<file path="src/rtl/output_port_allocator_if.sv">
// Switch-allocator bundle for one router output port: the input-side
// requests and flit qualifiers, the grant/occupancy status returned to the
// inputs, and the credit status of the downstream link.
interface output_port_allocator_if #(
  parameter int PORTS = 5,
  parameter int ID_W  = 3,
  parameter int CW    = 3
);
  logic [PORTS-1:0] req;
  logic [PORTS-1:0] flit_valid;
  logic [PORTS-1:0] flit_tail;
  logic             credit_in;
  logic [PORTS-1:0] grant;
  logic [0:3]       occupied;   // occupied[0]=busy, occupied[1:3]=owner id MSB-first
  logic [ID_W-1:0]  sel_id;
  logic [PORTS-1:0] pop;
  logic             out_valid;
  logic [CW-1:0]    credit_cnt;
  logic             credit_err;

  // Input ports / stimulus side
  modport master (
    output req, flit_valid, flit_tail, credit_in,
    input  grant, occupied, sel_id, pop, out_valid, credit_cnt, credit_err
  );

  // Allocator side
  modport slave (
    input  req, flit_valid, flit_tail, credit_in,
    output grant, occupied, sel_id, pop, out_valid, credit_cnt, credit_err
  );
endinterface

</file>
<file path="src/rtl/output_port_allocator.sv">
// Per-output-port wormhole switch allocator. A round-robin search picks one
// requesting input while idle; that input then owns the output until its
// tail flit crosses. Flit transfer is gated by downstream credits.
module output_port_allocator #(
  parameter int PORTS   = 5,
  parameter int ID_W    = 3,
  parameter int CREDITS = 4,
  parameter int CW      = 3
) (
  input  logic                    clk,
  input  logic                    rst_n,
  output_port_allocator_if.slave  bus
);

  typedef enum logic [0:0] {
    IDLE = 1'b0,
    BUSY = 1'b1
  } state_e;

  state_e           state_q, state_d;
  logic [PORTS-1:0] grant_q, grant_d;
  logic [ID_W-1:0]  sel_q,   sel_d;
  logic [ID_W-1:0]  rr_q,    rr_d;
  logic [0:3]       occ_q,   occ_d;
  logic [CW-1:0]    cred_q,  cred_d;
  logic             err_q,   err_d;

  logic             found_s;
  logic [ID_W-1:0]  pick_s;
  logic             fire_s;
  logic             tail_s;

  // Rotating-priority search: first requester at or after the rr pointer.
  // Walking the offsets downwards lets the nearest requester overwrite others.
  always_comb begin
    int              idx;
    logic [ID_W-1:0] idx_sel;
    found_s = 1'b0;
    pick_s  = '0;
    idx     = 0;
    idx_sel = '0;
    for (int k = PORTS - 1; k >= 0; k--) begin
      idx     = (int'(rr_q) + k) % PORTS;
      idx_sel = ID_W'(idx);
      if (bus.req[idx_sel]) begin
        found_s = 1'b1;
        pick_s  = idx_sel;
      end else begin
        found_s = found_s;
      end
    end
  end

  // Transfer qualification: only the owner's flit may cross, and only with a credit.
  always_comb begin
    fire_s = 1'b0;
    tail_s = 1'b0;
    if (state_q == BUSY) begin
      fire_s = bus.flit_valid[sel_q] & (cred_q != {CW{1'b0}});
      tail_s = bus.flit_tail[sel_q];
    end else begin
      fire_s = 1'b0;
      tail_s = 1'b0;
    end
  end

  // Ownership FSM: grant on a request while idle, release on the tail transfer.
  always_comb begin
    state_d = state_q;
    grant_d = grant_q;
    sel_d   = sel_q;
    occ_d   = occ_q;
    rr_d    = rr_q;
    case (state_q)
      IDLE: begin
        if (found_s) begin
          state_d = BUSY;
          grant_d = {{(PORTS-1){1'b0}}, 1'b1} << pick_s;
          sel_d   = pick_s;
          occ_d   = {1'b1, 3'(pick_s)};
        end else begin
          state_d = IDLE;
        end
      end
      BUSY: begin
        if (fire_s && tail_s) begin
          state_d = IDLE;
          grant_d = '0;
          sel_d   = '0;
          occ_d   = 4'b0000;
          if (sel_q == ID_W'(PORTS - 1)) begin
            rr_d = '0;
          end else begin
            rr_d = sel_q + {{(ID_W-1){1'b0}}, 1'b1};
          end
        end else begin
          state_d = BUSY;
        end
      end
      default: begin
        state_d = IDLE;
        grant_d = '0;
        sel_d   = '0;
        occ_d   = 4'b0000;
      end
    endcase
  end

  // Credit bookkeeping: +1 on a returned credit, -1 on a transfer, saturate and flag overflow.
  always_comb begin
    cred_d = cred_q;
    err_d  = err_q;
    case ({bus.credit_in, fire_s})
      2'b10: begin
        if (cred_q == CW'(CREDITS)) begin
          err_d = 1'b1;
        end else begin
          cred_d = cred_q + {{(CW-1){1'b0}}, 1'b1};
        end
      end
      2'b01:   cred_d = cred_q - {{(CW-1){1'b0}}, 1'b1};
      default: cred_d = cred_q;
    endcase
  end

  // State and status registers; reset aborts any packet in flight.
  always_ff @(posedge clk or negedge rst_n) begin
    if (!rst_n) begin
      state_q <= IDLE;
      grant_q <= '0;
      sel_q   <= '0;
      rr_q    <= '0;
      occ_q   <= 4'b0000;
      cred_q  <= CW'(CREDITS);
      err_q   <= 1'b0;
    end else begin
      state_q <= state_d;
      grant_q <= grant_d;
      sel_q   <= sel_d;
      rr_q    <= rr_d;
      occ_q   <= occ_d;
      cred_q  <= cred_d;
      err_q   <= err_d;
    end
  end

  assign bus.grant      = grant_q;
  assign bus.sel_id     = sel_q;
  assign bus.occupied   = occ_q;
  assign bus.credit_cnt = cred_q;
  assign bus.credit_err = err_q;
  assign bus.pop        = fire_s ? grant_q : '0;
  assign bus.out_valid  = fire_s;

endmodule

</file>
<file path="src/flat_wrapper.sv">
// flat-port wrapper written by rule: the top's interface ports become plain ports
module output_port_allocator_flat 
#(
  parameter int PORTS   = 5,
  parameter int ID_W    = 3,
  parameter int CREDITS = 4,
  parameter int CW      = 3
)
  (clk, rst_n, bus_req, bus_flit_valid, bus_flit_tail, bus_credit_in, bus_grant, bus_occupied, bus_sel_id, bus_pop, bus_out_valid, bus_credit_cnt, bus_credit_err);
  output_port_allocator_if #(.PORTS(PORTS), .ID_W(ID_W), .CW(CW)) bus_i ();
  input  logic clk;
  input  logic rst_n;
  input wire logic [$bits(bus_i.req)-1:0] bus_req;
  input wire logic [$bits(bus_i.flit_valid)-1:0] bus_flit_valid;
  input wire logic [$bits(bus_i.flit_tail)-1:0] bus_flit_tail;
  input wire logic [$bits(bus_i.credit_in)-1:0] bus_credit_in;
  output wire logic [$bits(bus_i.grant)-1:0] bus_grant;
  output wire logic [$bits(bus_i.occupied)-1:0] bus_occupied;
  output wire logic [$bits(bus_i.sel_id)-1:0] bus_sel_id;
  output wire logic [$bits(bus_i.pop)-1:0] bus_pop;
  output wire logic [$bits(bus_i.out_valid)-1:0] bus_out_valid;
  output wire logic [$bits(bus_i.credit_cnt)-1:0] bus_credit_cnt;
  output wire logic [$bits(bus_i.credit_err)-1:0] bus_credit_err;
  assign bus_i.req = bus_req;
  assign bus_i.flit_valid = bus_flit_valid;
  assign bus_i.flit_tail = bus_flit_tail;
  assign bus_i.credit_in = bus_credit_in;
  assign bus_grant = bus_i.grant;
  assign bus_occupied = bus_i.occupied;
  assign bus_sel_id = bus_i.sel_id;
  assign bus_pop = bus_i.pop;
  assign bus_out_valid = bus_i.out_valid;
  assign bus_credit_cnt = bus_i.credit_cnt;
  assign bus_credit_err = bus_i.credit_err;
  output_port_allocator #(.PORTS(PORTS), .ID_W(ID_W), .CREDITS(CREDITS), .CW(CW)) u_core (.clk(clk), .rst_n(rst_n), .bus(bus_i));
endmodule
</file>
<file path="config.mk">
export PLATFORM = sky130hd
export DESIGN_NAME = output_port_allocator_flat
export DESIGN_NICKNAME = d
export VERILOG_FILES = /design/src/rtl/output_port_allocator_if.sv /design/src/rtl/output_port_allocator.sv /design/src/flat_wrapper.sv
export SDC_FILE = /design/constraint.sdc
export NUM_CORES = 1
export LEC_CHECK = 0
export BUFFER_PORTS_ARGS = -buffer_cell sky130_fd_sc_hd__buf_2
export CAP_MARGIN = 20
export CELL_PAD_IN_SITES_DETAIL_PLACEMENT = 1
export CELL_PAD_IN_SITES_GLOBAL_PLACEMENT = 1
export CORE_ASPECT_RATIO = 0.5
export CORE_MARGIN = 2
export CORE_UTILIZATION = 44
export CTS_CLUSTER_SIZE = 28
export DETAILED_ROUTE_END_ITERATION = 6
export HOLD_SLACK_MARGIN = 0.08
export PLACE_DENSITY_LB_ADDON = 0.1
export SYNTH_ARGS = -nofsm -noshare
export SYNTH_HDL_FRONTEND = slang
export SYNTH_SLANG_ARGS = --single-unit
</file>
<file path="constraint.sdc">
create_clock -name clk -period 7.15 [get_ports clk]
set_input_delay 1.43 -clock clk [delete_from_list [all_inputs] [get_ports clk]]
set_output_delay 1.43 -clock clk [all_outputs]
set_load 0.01 [all_outputs]
</file>
# Word level (Yosys, flattened, before mapping)
# Cells that the tools add are included.
totals:
  wordCells: 84
  register_bits: 20
  input_bits: 18
  output_inout_bits: 22
op_classes:
  n_bitwise: 2
  div: 5
  n_mux: 42
  n_lt_le_gt_ge: 6
  n_addsub: 7
  reduce_logical: 7
  shifts: 1
  eq_ne: 7
op_table:
  columns: ["cell", "count"]
  rows:
  - ["32-bit by 4-bit remainder unit with 32-bit output (second input constant)", 4]
  - ["4-bit by 4-bit remainder unit with 32-bit output (second input constant)", 1]
  - ["3-bit 2-to-1 mux", 9]
  - ["3-bit by 4-bit < comparator with 1-bit output (second input constant)", 6]
  - ["1-bit binary-select mux with 3-bit select", 7]
  - ["1-bit 2-to-1 mux", 16]
  - ["5-bit 2-to-1 mux", 3]
  - ["3-bit case mux with 2 select lines", 2]
  - ["5-bit case mux with 2 select lines", 1]
  - ["3-bit by 2-bit adder with 4-bit output (second input constant)", 2]
  - ["4-bit 2-to-1 mux", 2]
  - ["4-bit case mux with 2 select lines", 1]
  - ["2-bit AND reduction", 4]
  - ["3-bit by 1-bit adder with 3-bit output (second input constant)", 2]
  - ["3-bit equality test (second input constant)", 2]
  - ["1-bit by 3-bit << shifter with 5-bit output (first input constant)", 1]
  - ["3-bit by 1-bit adder with 4-bit output (second input constant)", 1]
  - ["3-bit by 3-bit adder with 4-bit output (second input constant)", 1]
  - ["2-bit != test (second input constant)", 2]
  - ["3-bit nonzero test", 1]
  - ["3-bit by 1-bit subtractor with 3-bit output (second input constant)", 1]
  - ["2-bit by 1-bit equality test with 1-bit output (second input constant)", 1]
  - ["2-bit equality test (second input constant)", 1]
  - ["2-bit by 1-bit != test with 1-bit output (second input constant)", 1]
  - ["5 further kinds", 5]

# Longest topological paths before layout
# Gate-level depths: netlist of the first run.
depth:
  depth_word: 12
  ltp_mapped: 23
  ltp_nobuf: 19

# Worst setup path before layout of the first run
# No wires, ideal clock.
synth_timing:
  path_type: "register to register"
  startpoint: "register u_core.rr_q[0]"
  endpoint: "register u_core.grant_q[0], in the netlist u_core.bus.grant[0]"
  setup_slack_ns: 2.043
  stages_incl_launch_ff: 23
  arrival_time_ns: 4.986
  setup_time_ns: 0.122
  t_required_ns: 7.028
  path_buffers: 3
  period_less_slack_ns: 5.107
  path_cell_list: "dfrtp_1 buf_6 buf_2 inv_2 ha_1 inv_1 ha_1 clkbuf_1 inv_1 ha_1 nor3_1 nor3_1 or2_2 ha_1 nand2b_1 a21oi_2 a31oi_2 mux2_4 o31ai_2 o2111ai_1 o311a_1 o311a_1 a32o_1"
synth_via:
  elab_chain_len: 12
  elab_cells_between_ends: 34
  classes_between: "add/sub (4); div (5); eq/ne (1); shift (1); mux (22); reduce/logical (1)"
synth_rtl:
  columns: ["item", "line_no", "source"]
  rows:
  - ["start, declared", "output_port_allocator.sv:23", "logic [ID_W-1:0] rr_q, rr_d;"]
  - ["start signal, assigned", "output_port_allocator.sv:140", "rr_q <= rr_d;"]
  - ["3-bit by 3-bit adder with 4-bit output", "output_port_allocator.sv:43", "idx = (int'(rr_q) + k) % PORTS;"]
  - ["32-bit by 4-bit remainder unit with 32-bit output", "output_port_allocator.sv:43", null]
  - ["1-bit binary-select mux with 3-bit select", "output_port_allocator.sv:45", "if (bus.req[idx_sel]) begin"]
  - ["1-bit 2-to-1 mux (not written as such)", "output_port_allocator.sv:45", null]
  - ["3-bit 2-to-1 mux (5 in series)", "output_port_allocator.sv:45", null]
  - ["1-bit by 3-bit << shifter with 5-bit output", "output_port_allocator.sv:78", "grant_d = {{(PORTS-1){1'b0}}, 1'b1} << pick_s;"]
  - ["5-bit 2-to-1 mux", "output_port_allocator.sv:76", "if (found_s) begin"]
  - ["5-bit case mux with 2 select lines", "output_port_allocator.sv:74", "case (state_q)"]
  - ["end signal, assigned", "output_port_allocator.sv:138", "grant_q <= grant_d;"]
  - ["end, declared", "output_port_allocator.sv:21", "logic [PORTS-1:0] grant_q, grant_d;"]
# Several ways; a longest one is shown, not always the timed one. The select of a mux whose other input is x is not followed.
# A chain may end at the register's enable or synchronous reset.

# Final worst setup path of the first run
# Ends and elaborated chain as after synthesis.

==> reports/qor.txt, run 1 <==
==================================================================================================
Final worst path period need                                                               5609 ps
# port buffers                                                                                  39
Largest stage delay on the critical path                                                    500 ps
Largest buffer count on any clock path                                                           2
Most instantiated library cell after synthesis                                               inv_1
Clock transition time at the flip-flop clock pins of the worst setup and hold paths          50 ps
Top cells by area, synth                                                              dfrtp_1 (15%), ha_1 (12%), mux2i_1 (4.1%)
Average vias per placed instance                                                             6.068
Worst setup path start                                                                u_core.rr_q[0]
Gr ovfl total                                                                                    0
Dominant synthesized flop cell                                                             dfrtp_1
Crit-path slowest cell                                                                        ha_1
Root buffer selected by CTS                                                              clkbuf_16
H-tree depth reported by CTS                                                                     1
Number of filler cells placed in the layout                                                    761
TritonCTS clock tree                                                                           yes
Yosys top cell by area                                                                     dfrtp_1
Worst-case reg-to-reg path depth                                                                20
Slew at the pin with the worst max-slew slack                                             817.8 ps
R2r endpoint                                                                          u_core.bus.grant[0]
Top post-synthesis cells by count                                                     inv_1 (28), ha_1 (26), nand2_1 (22)
Vert. Die Dim                                                                         59.52 microns
Clock Sink Count                                                                                17
Min-delay worst type                                                                  flip-flop to flip-flop
CP Max Fanout                                                                                   30
Synth unique cells                                                                              69
Combined area of all synthesized cells                                                  2713 sq um
Synth async-reset ratio                                                                     100.0%
Post-Route WL                                                                         8029 microns
CORE AREA                                                                               6006 sq um
Fraction of layout cells with a size suffix above 1                                         20.22%
Clock latency on the worst-skew pair                                                        250 ps
Final-report hold violation count                                                                0
Final total negative setup slack                                                              0 ps
Maximum number of pins on one net before global-route repair                                    31
Cell seen most often among critical-path stages                                               ha_1
Routed via count                                                                             2,658
DRC violation total after the first TritonRoute iteration                                       94
Final HPWL from detailed placement                                                    6423 microns
Flip-flop and latch count after synthesis                                                       17
Pre-antenna DRT Iters                                                                            4
MaxCap Viol Count                                                                                0
Area of combinational cells with multiple inputs                                        2066 sq um
Critical path depth in cells                                                                    20
Initial core utilization                                                                    45.17%
Total die area                                                                          6847 sq um
Area growth from synthesis to layout                                                        10.24%
Antenna cells                                                                                    0
Flop2flop setup slack                                                                      1540 ps
Row Count                                                                                       20
Post-CTS Setup Repair Bufs                                                                       0
Final weighted congestion in routability-driven placement                                   0.9182
Share of the synthesized area in the top cell type                                          14.76%
Count of endpoints failing setup in the final report                                             0
Buffers and inverters on the worst path                                                          4
Net total in the final layout                                                                  407
Synthesized area per cell                                                              8.097 sq um
Synthesized netlist cell count                                                                 335
Result of the run                                                                        completed
Critical path type                                                                    flip-flop to flip-flop
Setup repair after global routing missed its margin                                          false
Number of gates resized after cts                                                                0
Number of ports placed on the die boundary                                                      40
Tcrit/Tclk final                                                                            78.45%
Routed length per instance                                                            18.33 microns
Final antenna-violating net count                                                                0
Number of buffers inserted during clock tree synthesis                                           3
Count of warnings emitted by yosys                                                               0
Sequential-to-total area share from yosys stat                                              15.73%
Hold buffer count at CTS                                                                         0
Timing-limited maximum frequency                                                        0.1783 GHz
Storage element area                                                                   426.7 sq um
Fin. max-slew vios                                                                               0
Termination of the worst setup path                                                   u_core.bus.grant[0]
Worst path arrival time                                                                    5750 ps
Sequence of cells on the critical path                                                buf_4, inv_2, ha_1, inv_1, ha_1, inv_1, ha_1, nor3_1, nor3_1, or2_2, ha_1, nand2b_1, a21oi_2, a31oi_2, mux2_4, o31ai_2, nor3_1, o21ai_0, nor2_1, a32o_1
Gr usage total                                                                              24.43%
Worst Clk Skew                                                                            2.430 ps
Element type at the critical path start                                                  flip-flop
Number of enable-type register cells in the synthesized netlist                                  0
Die Span X                                                                            115.0 microns
DR DRC count                                                                                     0
Number of global-route vias before repair                                                    2,643
First-pass GRT wire length                                                            13,190 microns
Reg-to-reg critical path startpoint                                                   u_core.rr_q[0]
Slew Limit Headroom                                                                         45.48%
Data required, critical path                                                               7290 ps
Gate family responsible for the most delay along the worst path                       compound AO/OA/AOI/OAI gates
Crit end category                                                                        flip-flop
Synthesized net count                                                                          380
Antenna violations before repair                                                                 0
==================================================================================================
layout by cell type (no fill, tap or decap), types with 4 or more instances in the layout:
master / instances
mux2i_1: 11
mux2_2: 6
inv_1: 28
or3_1: 4
nand2_1: 22
o221ai_1: 4
a32oi_1: 4
nor3b_1: 4
o31ai_1: 6
nor3_1: 12
a21o_1: 7
buf_2: 39
xnor2_1: 9
nand2b_1: 10
o21ai_0: 15
a31oi_1: 4
ha_1: 26
a21oi_1: 19
dfrtp_1: 16
and2_1: 5
nor2_1: 21
nand3_1: 7
a211oi_1: 4
nor2b_1: 4
or2_2: 4
o21a_1: 6
o22ai_1: 5
worst reg2reg max path: stages, from the launching register on:
cell      delay (ps)
dfrtp_1          360
buf_4            250
inv_2            280
ha_1             280
inv_1             60
ha_1             500
inv_1            130
ha_1             240
nor3_1           430
nor3_1           110
or2_2            340
ha_1             260
nand2b_1         190
a21oi_2          110
a31oi_2          310
mux2_4           360
o31ai_2          370
nor3_1            90
o21ai_0          490
nor2_1            80
a32o_1           270
area by class of cell:
type	instances	share of cell area, %
Multi-Input combinational cell	269	69.08
Sequential cell	17	14.27
Timing Repair Buffer	41	7.029
Tap cell	77	3.222
Inverter	30	3.766
Clock buffer	4	2.636
logic make-up (layout without fill, tap and decap cells):
| family | count (synthesis) | count (layout) | share of synthesized area (%) |
|---|---|---|---|
| DFF | 17 | 17 | 15.73 |
| xor gates and xnor gates | 9 | 9 | 2.906 |
| and+or+nand+nor | 101 | 101 | 19.42 |
| muxes | 22 | 22 | 10.01 |
| AOI/OAI and AO/OA | 110 | 110 | 31.09 |
| adders and majority gates | 27 | 27 | 12.73 |
| buffers and inverters | 49 | 75 | 8.118 |
layer usage:
metal | track usage (%) | up-vias | part of all wire (%)
met5 | 0 | - | 0
met4 | 5.680 | 0 | 1.1
met3 | 2.249 | 9 | 4.4
met2 | 43.11 | 60 | 47
met1 | 32.94 | 1310 | 47
li1 | - | 1279 | -
how the worst min path moves through the flow:
| stage | from | to | slack [ps] | cells past startpoint |
|---|---|---|---|---|
| 5_1_grt | u_core.bus.credit_err | u_core.bus.credit_err | 500 | 1 |
| 6_report | u_core.bus.credit_err | u_core.bus.credit_err | 470 | 1 |
| 3_3_place_gp | u_core.bus.credit_err | u_core.bus.credit_err | 460 | 1 |
| 4_1_cts | u_core.bus.credit_err | u_core.bus.credit_err | 480 | 1 |
| 3_5_place_dp | u_core.bus.credit_err | u_core.bus.credit_err | 460 | 1 |
| 2_1_floorplan | u_core.state_q | u_core.state_q | 500 | 1 |
per-stage QoR:
step	std cells	util, %	setup slack [ps]	cell area, sq um	hold WS, ps
after global routing	438	49.79	1135	2990	498.9
final	438	49.79	1541	2990	470.1
after CTS	438	49.79	1571	2990	475.3
after global placement	434	48.48	1934	2912	461.5
after detailed placement	434	48.48	1572	2912	461.5
after floorplan	335	-	2043	2713	495.5
registers in the layout, summed over array words and instances (netlist names):
name,count
u_core.rr_q,3
u_core.bus.credit_cnt,3
u_core.state_q,1
u_core.bus.grant,5
u_core.bus.occupied,4
u_core.bus.credit_err,1
Power of run 1 is not shown: default switching activity piles up to over one toggle a cycle in this logic, so the estimate is an artifact.
==> run 2: changes to the inputs <==
CORE_UTILIZATION = 39   (was 44)
clock period = 4.9 ns   (was 7.15 ns; I/O delays follow)
==> run 2 against run 1 <==
Worst setup slack worse by 1200 ps. Global-route usage fell by 2.1 points. Clock-buffer cell count did not move. Worst hold slack worse by 0.53 ps. Final cell count increased by 5.5%. Die area rose by 12%. Clock skew down 1.3 ps. Critical path type unchanged.
==> reports/qor.txt, run 2 (synthesized netlist as in run 1, its figures left out) <==
==================================================================================================
Area growth from synthesis to layout                                                        14.62%
Reg-to-reg critical path startpoint                                                   u_core.rr_q[0]
Clock latency on the worst-skew pair                                                        250 ps   about the same
Hold Crit Start                                                                       u_core.bus.occupied[0]
Antenna violations before repair                                                                 0   unchanged
Number of global-route vias before repair                                                    2,744   +3.8%
Post-Route WL                                                                         8275 microns   +3.1%
Hold buffer count at CTS                                                                         0   unchanged
Crit-path slowest cell                                                                     dfrtp_1
CP Max Fanout                                                                                    5   -83%
Worst hold-check slack                                                                    469.6 ps   -0.5280 ps
Routed length per instance                                                            17.91 microns   -2.3%
Area of combinational cells with multiple inputs                                        2098 sq um   +1.6%
Vert. Die Dim                                                                         62.97 microns   +5.8%
R2r endpoint                                                                          u_core.bus.grant[2]
Fin. max-slew vios                                                                               0   unchanged
Antenna cells                                                                                    0   unchanged
Min-delay worst type                                                                  flip-flop to flip-flop
Pre-antenna DRT Iters                                                                            4   unchanged
Slew Limit Headroom                                                                         61.40%   +16 points
Design Area, Final                                                                      3109 sq um   +4.0%
Setup repair after global routing missed its margin                                          false
Clock transition time at the flip-flop clock pins of the worst setup and hold paths          50 ps   about the same
Tcrit/Tclk final                                                                            93.48%   +15 points
Termination of the worst setup path                                                   u_core.bus.grant[2]
Routed via count                                                                             2,687   +1.1%
Worst Clk Skew                                                                            1.102 ps   -1.328 ps
Final Util                                                                                  46.41%   -3.4 points
Commonest non-fill, non-tap cell in the layout                                               buf_2
Final HPWL from detailed placement                                                    6546 microns   +1.9%
Number of ports placed on the die boundary                                                      40   unchanged
Maximum number of pins on one net before global-route repair                                    30   -3.2%
Gr usage total                                                                              22.31%   -2.1 points
Final-report hold violation count                                                                0   unchanged
Clock Sink Count                                                                                17   unchanged
Sequence of cells on the critical path                                                inv_2, ha_1, inv_1, ha_1, inv_1, ha_1, nor3_4, nor3_1, or2_2, ha_1, nand2b_1, a21oi_2, a31oi_2, mux2_4, nor3b_2, or2_2, a311o_1, a21boi_2, a32o_1
Worst path arrival time                                                                    4770 ps   -980 ps
Max FFs per register                                                                             5   unchanged
Gr ovfl total                                                                                    0   unchanged
DR DRC count                                                                                     0   unchanged
Number of filler cells placed in the layout                                                    835   +9.7%
Net total in the final layout                                                                  416   +2.2%
Timing-limited maximum frequency                                                        0.2183 GHz   +22%
Post-CTS Setup Repair Bufs                                                                       0   unchanged
Number of buffers inserted during clock tree synthesis                                           3   unchanged
DRC violation total after the first TritonRoute iteration                                      102   +8.5%
Largest stage delay on the critical path                                                    380 ps   -120 ps
CORE AREA                                                                               6700 sq um   +12%
Largest buffer count on any clock path                                                           2   unchanged
WL met1                                                                               3833 microns   +0.84%
Final worst path period need                                                               4581 ps   -1029 ps
Result of the run                                                                        completed
Met2 wire len                                                                         3904 microns   +3.3%
Critical path depth in cells                                                                    19   -5.0%
Root buffer selected by CTS                                                              clkbuf_16
Slew at the pin with the worst max-slew slack                                             577.7 ps   -240.1 ps
Worst-case reg-to-reg path depth                                                                19   -5.0%
Data required, critical path                                                               5090 ps   -2200 ps
H-tree depth reported by CTS                                                                     1   unchanged
Top library cells by usage in the layout, fill and taps aside                         buf_2 (39), inv_1 (28), ha_1 (26)
MaxCap Viol Count                                                                                0   unchanged
# port buffers                                                                                  39   unchanged
Highest routed layer                                                                          met4
Count of endpoints failing setup in the final report                                             0   unchanged
Total die area                                                                          7679 sq um   +12%
Worst setup path start                                                                u_core.rr_q[0]
Final weighted congestion in routability-driven placement                                   0.8773   -4.5%
TritonCTS clock tree                                                                           yes
Final total negative setup slack                                                              0 ps   unchanged
Flop2flop setup slack                                                                       320 ps   -1220 ps
Row Count                                                                                       21   +5.0%
Gate family responsible for the most delay along the worst path                       simple AND/OR/NAND/NOR gates
Fraction of layout cells with a size suffix above 1                                         23.24%   +3.0 points
Average vias per placed instance                                                             5.816   -4.2%
Placed Area                                                                             3003 sq um   +3.1%
Buffers and inverters on the worst path                                                          3   -1
Final antenna-violating net count                                                                0   unchanged
Storage element area                                                                   426.7 sq um   unchanged
Initial core utilization                                                                    40.49%   -4.7 points
Die Span X                                                                            121.9 microns   +6.0%
Critical path type                                                                    flip-flop to flip-flop
First-pass GRT wire length                                                            13,860 microns   +5.0%
Wire length on met3                                                                    423 microns   +19%
Crit end category                                                                        flip-flop
Element type at the critical path start                                                  flip-flop
Cell seen most often among critical-path stages                                               ha_1
==================================================================================================
-- run 2: cell count changes in the layout (fill, tap and decap cells not counted), sizes merged --
cell,before,now
buf,41,50
-- run 2: worst min-delay path by stage --
stage	end	cells after the start	slack [ps]
floorplan	u_core.state_q	1	500
CTS	u_core.bus.occupied[0]	1	470
global route	u_core.bus.occupied[0]	1	510
global placement	u_core.bus.credit_err	1	460
detailed placement	u_core.bus.occupied[0]	1	460
finish	u_core.bus.occupied[0]	1	470
-- run 2: through the flow --
stage,cells,worst slack (ps)
2_1_floorplan,335,7.721
3_3_place_gp,458,454.6
3_5_place_dp,458,277.6
4_1_cts,462,252.6
5_1_grt,462,4.974
6_report,462,319.3
-- run 2: what timing repair did --
item,in CTS,in global routing
gates resized for setup,0,6
endpoints found under the setup margin,0,6
endpoints found under the hold margin,0,0
-- run 2: final cells by class --
class	count	area share (%)
inverters	30	3.622
clock buffers	4	2.535
flip-flops and latches	17	13.72
well taps	92	3.702
repair buffers	50	8.934
multi-input cells	269	67.48
-- run 2: per-layer routing --
layer	global-route usage [%]	up-vias
li1	-	1301
met1	29.85	1314
met2	38.76	63
met3	1.825	9
met4	5.747	0
met5	0	-
Power of run 2 is left out for the same reason.
==> run 3: changes to the inputs <==
CORE_UTILIZATION = 47   (was 39)
CTS_CLUSTER_DIAMETER = 60   (was default)
clock period = 5.3 ns   (was 4.9 ns; I/O delays follow)
==> run 3 against run 2 <==
Worst setup slack improved by 15 ps. Flip-flop and latch count stayed put. Critical path depth stayed put. Highest routed layer unchanged. Non-clock buffer count fell by 2. Final cell count down 4.5%. Clock skew barely moved. Clock-buffer cell count fell by 1. Sequential share of layout area up 0.29 points. Core utilization is 8.8 points higher. First-iteration DRC count grew 34%. Cell area decreased by 2.1%. Global-route usage increased by 4.6 points.
==> reports/qor.txt, run 3 (synthesized netlist as in run 1, its figures left out) <==
==================================================================================================
Hold buffer count at CTS                                                                         0   unchanged
Final HPWL from detailed placement                                                    6549 microns   about the same
# port buffers                                                                                  39   unchanged
Area growth from synthesis to layout                                                        12.22%
Timing-limited maximum frequency                                                        0.2014 GHz   -7.8%
Clock latency on the worst-skew pair                                                        250 ps   about the same
Initial core utilization                                                                    49.18%   +8.7 points
Count of endpoints failing setup in the final report                                             0   unchanged
Commonest non-fill, non-tap cell in the layout                                               buf_2
Min-delay worst type                                                                  flip-flop to flip-flop
Worst Clk Skew                                                                            1.351 ps   +0.2495 ps
Result of the run                                                                        completed
Design Area, Final                                                                      3044 sq um   -2.1%
H-tree depth reported by CTS                                                                     1   unchanged
Post-Route WL                                                                         8445 microns   +2.1%
Max FFs per register                                                                             5   unchanged
Largest stage delay on the critical path                                                    530 ps   +150 ps
Number of ports placed on the die boundary                                                      40   unchanged
CP Max Fanout                                                                                   13   +8
Gr ovfl total                                                                                    0   unchanged
Fraction of layout cells with a size suffix above 1                                         22.28%   -0.96 points
Final total negative setup slack                                                              0 ps   unchanged
Slew Limit Headroom                                                                         55.61%   -5.8 points
Total die area                                                                          6432 sq um   -16%
Antenna cells                                                                                    0   unchanged
Antenna violations before repair                                                                 0   unchanged
Top library cells by usage in the layout, fill and taps aside                         buf_2 (39), inv_1 (28), ha_1 (26)
Tcrit/Tclk final                                                                            93.70%   +0.22 points
Placed Instances                                                                               437   -4.6%
Slew at the pin with the worst max-slew slack                                             665.8 ps   +88.13 ps
Routed via count                                                                             2,720   +1.2%
First-pass GRT wire length                                                            14,260 microns   +2.9%
Sequence of cells on the critical path                                                inv_2, ha_1, inv_1, ha_1, inv_1, ha_1, nor3_2, nor3_1, or2_2, ha_1, nor2b_1, o21ai_0, a31oi_2, mux2_4, o31ai_2, or2_2, a31o_1, nor2_1, a32o_1
Crit-path slowest cell                                                                     dfrtp_1
Worst hold-check slack                                                                    487.4 ps   +17.85 ps
Die Span X                                                                            111.4 microns   -8.6%
DRC violation total after the first TritonRoute iteration                                      137   +34%
Clock transition time at the flip-flop clock pins of the worst setup and hold paths          50 ps   about the same
Routed length per instance                                                            19.15 microns   +6.9%
Non-Filler Instances                                                                           441   -4.5%
Worst path arrival time                                                                    5100 ps   +330 ps
Maximum number of pins on one net before global-route repair                                    30   unchanged
Largest buffer count on any clock path                                                           2   unchanged
Net total in the final layout                                                                  414   -0.48%
Row Count                                                                                       19   -9.5%
Placed Area                                                                             2959 sq um   -1.5%
Clock Sink Count                                                                                17   unchanged
Final worst path period need                                                               4966 ps   +385.5 ps
Crit end category                                                                        flip-flop
Cell seen most often among critical-path stages                                               ha_1
Gr usage total                                                                              26.89%   +4.6 points
MaxCap Viol Count                                                                                0   unchanged
Vert. Die Dim                                                                         57.72 microns   -8.3%
DR DRC count                                                                                     0   unchanged
TritonCTS clock tree                                                                           yes
Number of buffers inserted during clock tree synthesis                                           3   unchanged
Number of global-route vias before repair                                                    2,853   +4.0%
Average vias per placed instance                                                             6.168   +6.0%
Critical path type                                                                    flip-flop to flip-flop
Root buffer selected by CTS                                                              clkbuf_16
Pre-antenna DRT Iters                                                                            4   unchanged
Final weighted congestion in routability-driven placement                                   0.9384   +7.0%
CORE AREA                                                                               5515 sq um   -18%
Setup repair after global routing missed its margin                                          false
Fin. max-slew vios                                                                               0   unchanged
Data required, critical path                                                               5440 ps   +350 ps
Element type at the critical path start                                                  flip-flop
Final-report hold violation count                                                                0   unchanged
Final antenna-violating net count                                                                0   unchanged
==================================================================================================
==> run 3: cell type report <==
type,instances,area (sq um)
inverter,30,112.6
clock buffer,3,75.07
clock inverter,1,5.005
timing repair buffer,48,262.8
sequential,17,426.7
multi-input combinational,269,2071
fill,709,2471
tap,73,91.34
==> run 3: metal layers <==
layer | vias to the layer above | track usage [%] | wire, microns | part of all wire, %
li1 | 1302 | - | - | -
met1 | 1330 | 37.14 | 4014 | 48
met2 | 81 | 49.30 | 4000 | 47
met3 | 7 | 0.9414 | 340 | 4.0
met4 | 0 | 3.704 | 89 | 1.1
met5 | - | 0 | 0 | 0
==> run 3: timing repair <==
item                                    4_1_cts  5_1_grt
gates resized for setup                       0        1
endpoints found under the setup margin        0        6
buffers inserted                              0        0
==> run 3: per-stage QoR <==
step | util [%] | setup slack, ps
2_1_floorplan | - | 192.7
3_3_place_gp | 53.65 | 604.5
3_5_place_dp | 53.65 | 277.2
4_1_cts | 55.10 | 243.3
5_1_grt | 55.20 | 33.77
6_report | 55.20 | 333.8
==> run 3: worst max-delay path, delay by kind of cell (launching register included) <==
kind                     cells  cell delay (ps)
AND/OR/NAND/NOR              6             1210
flip-flops                   1              530
multiplexers                 1              370
buffers and inverters        3              240
AO/OA/AOI/OAI                5             1530
adder cells (fa/ha/maj)      4              960
==> run 3: worst paths after layout <==
kind,from,endpoint,slack [ps],cells after the start
hold reg to reg,u_core.bus.credit_err,u_core.bus.credit_err,490,1
setup / recovery,u_core.rr_q[1],u_core.bus.grant[0],330,19
setup reg to reg,u_core.rr_q[1],u_core.bus.grant[0],330,19
min in group asynchronous,rst_n,u_core.bus.credit_err,720,1
max in group asynchronous,rst_n,u_core.bus.credit_cnt[2],4270,1
hold / removal,u_core.bus.credit_err,u_core.bus.credit_err,490,1
Power of run 3 is left out for the same reason.
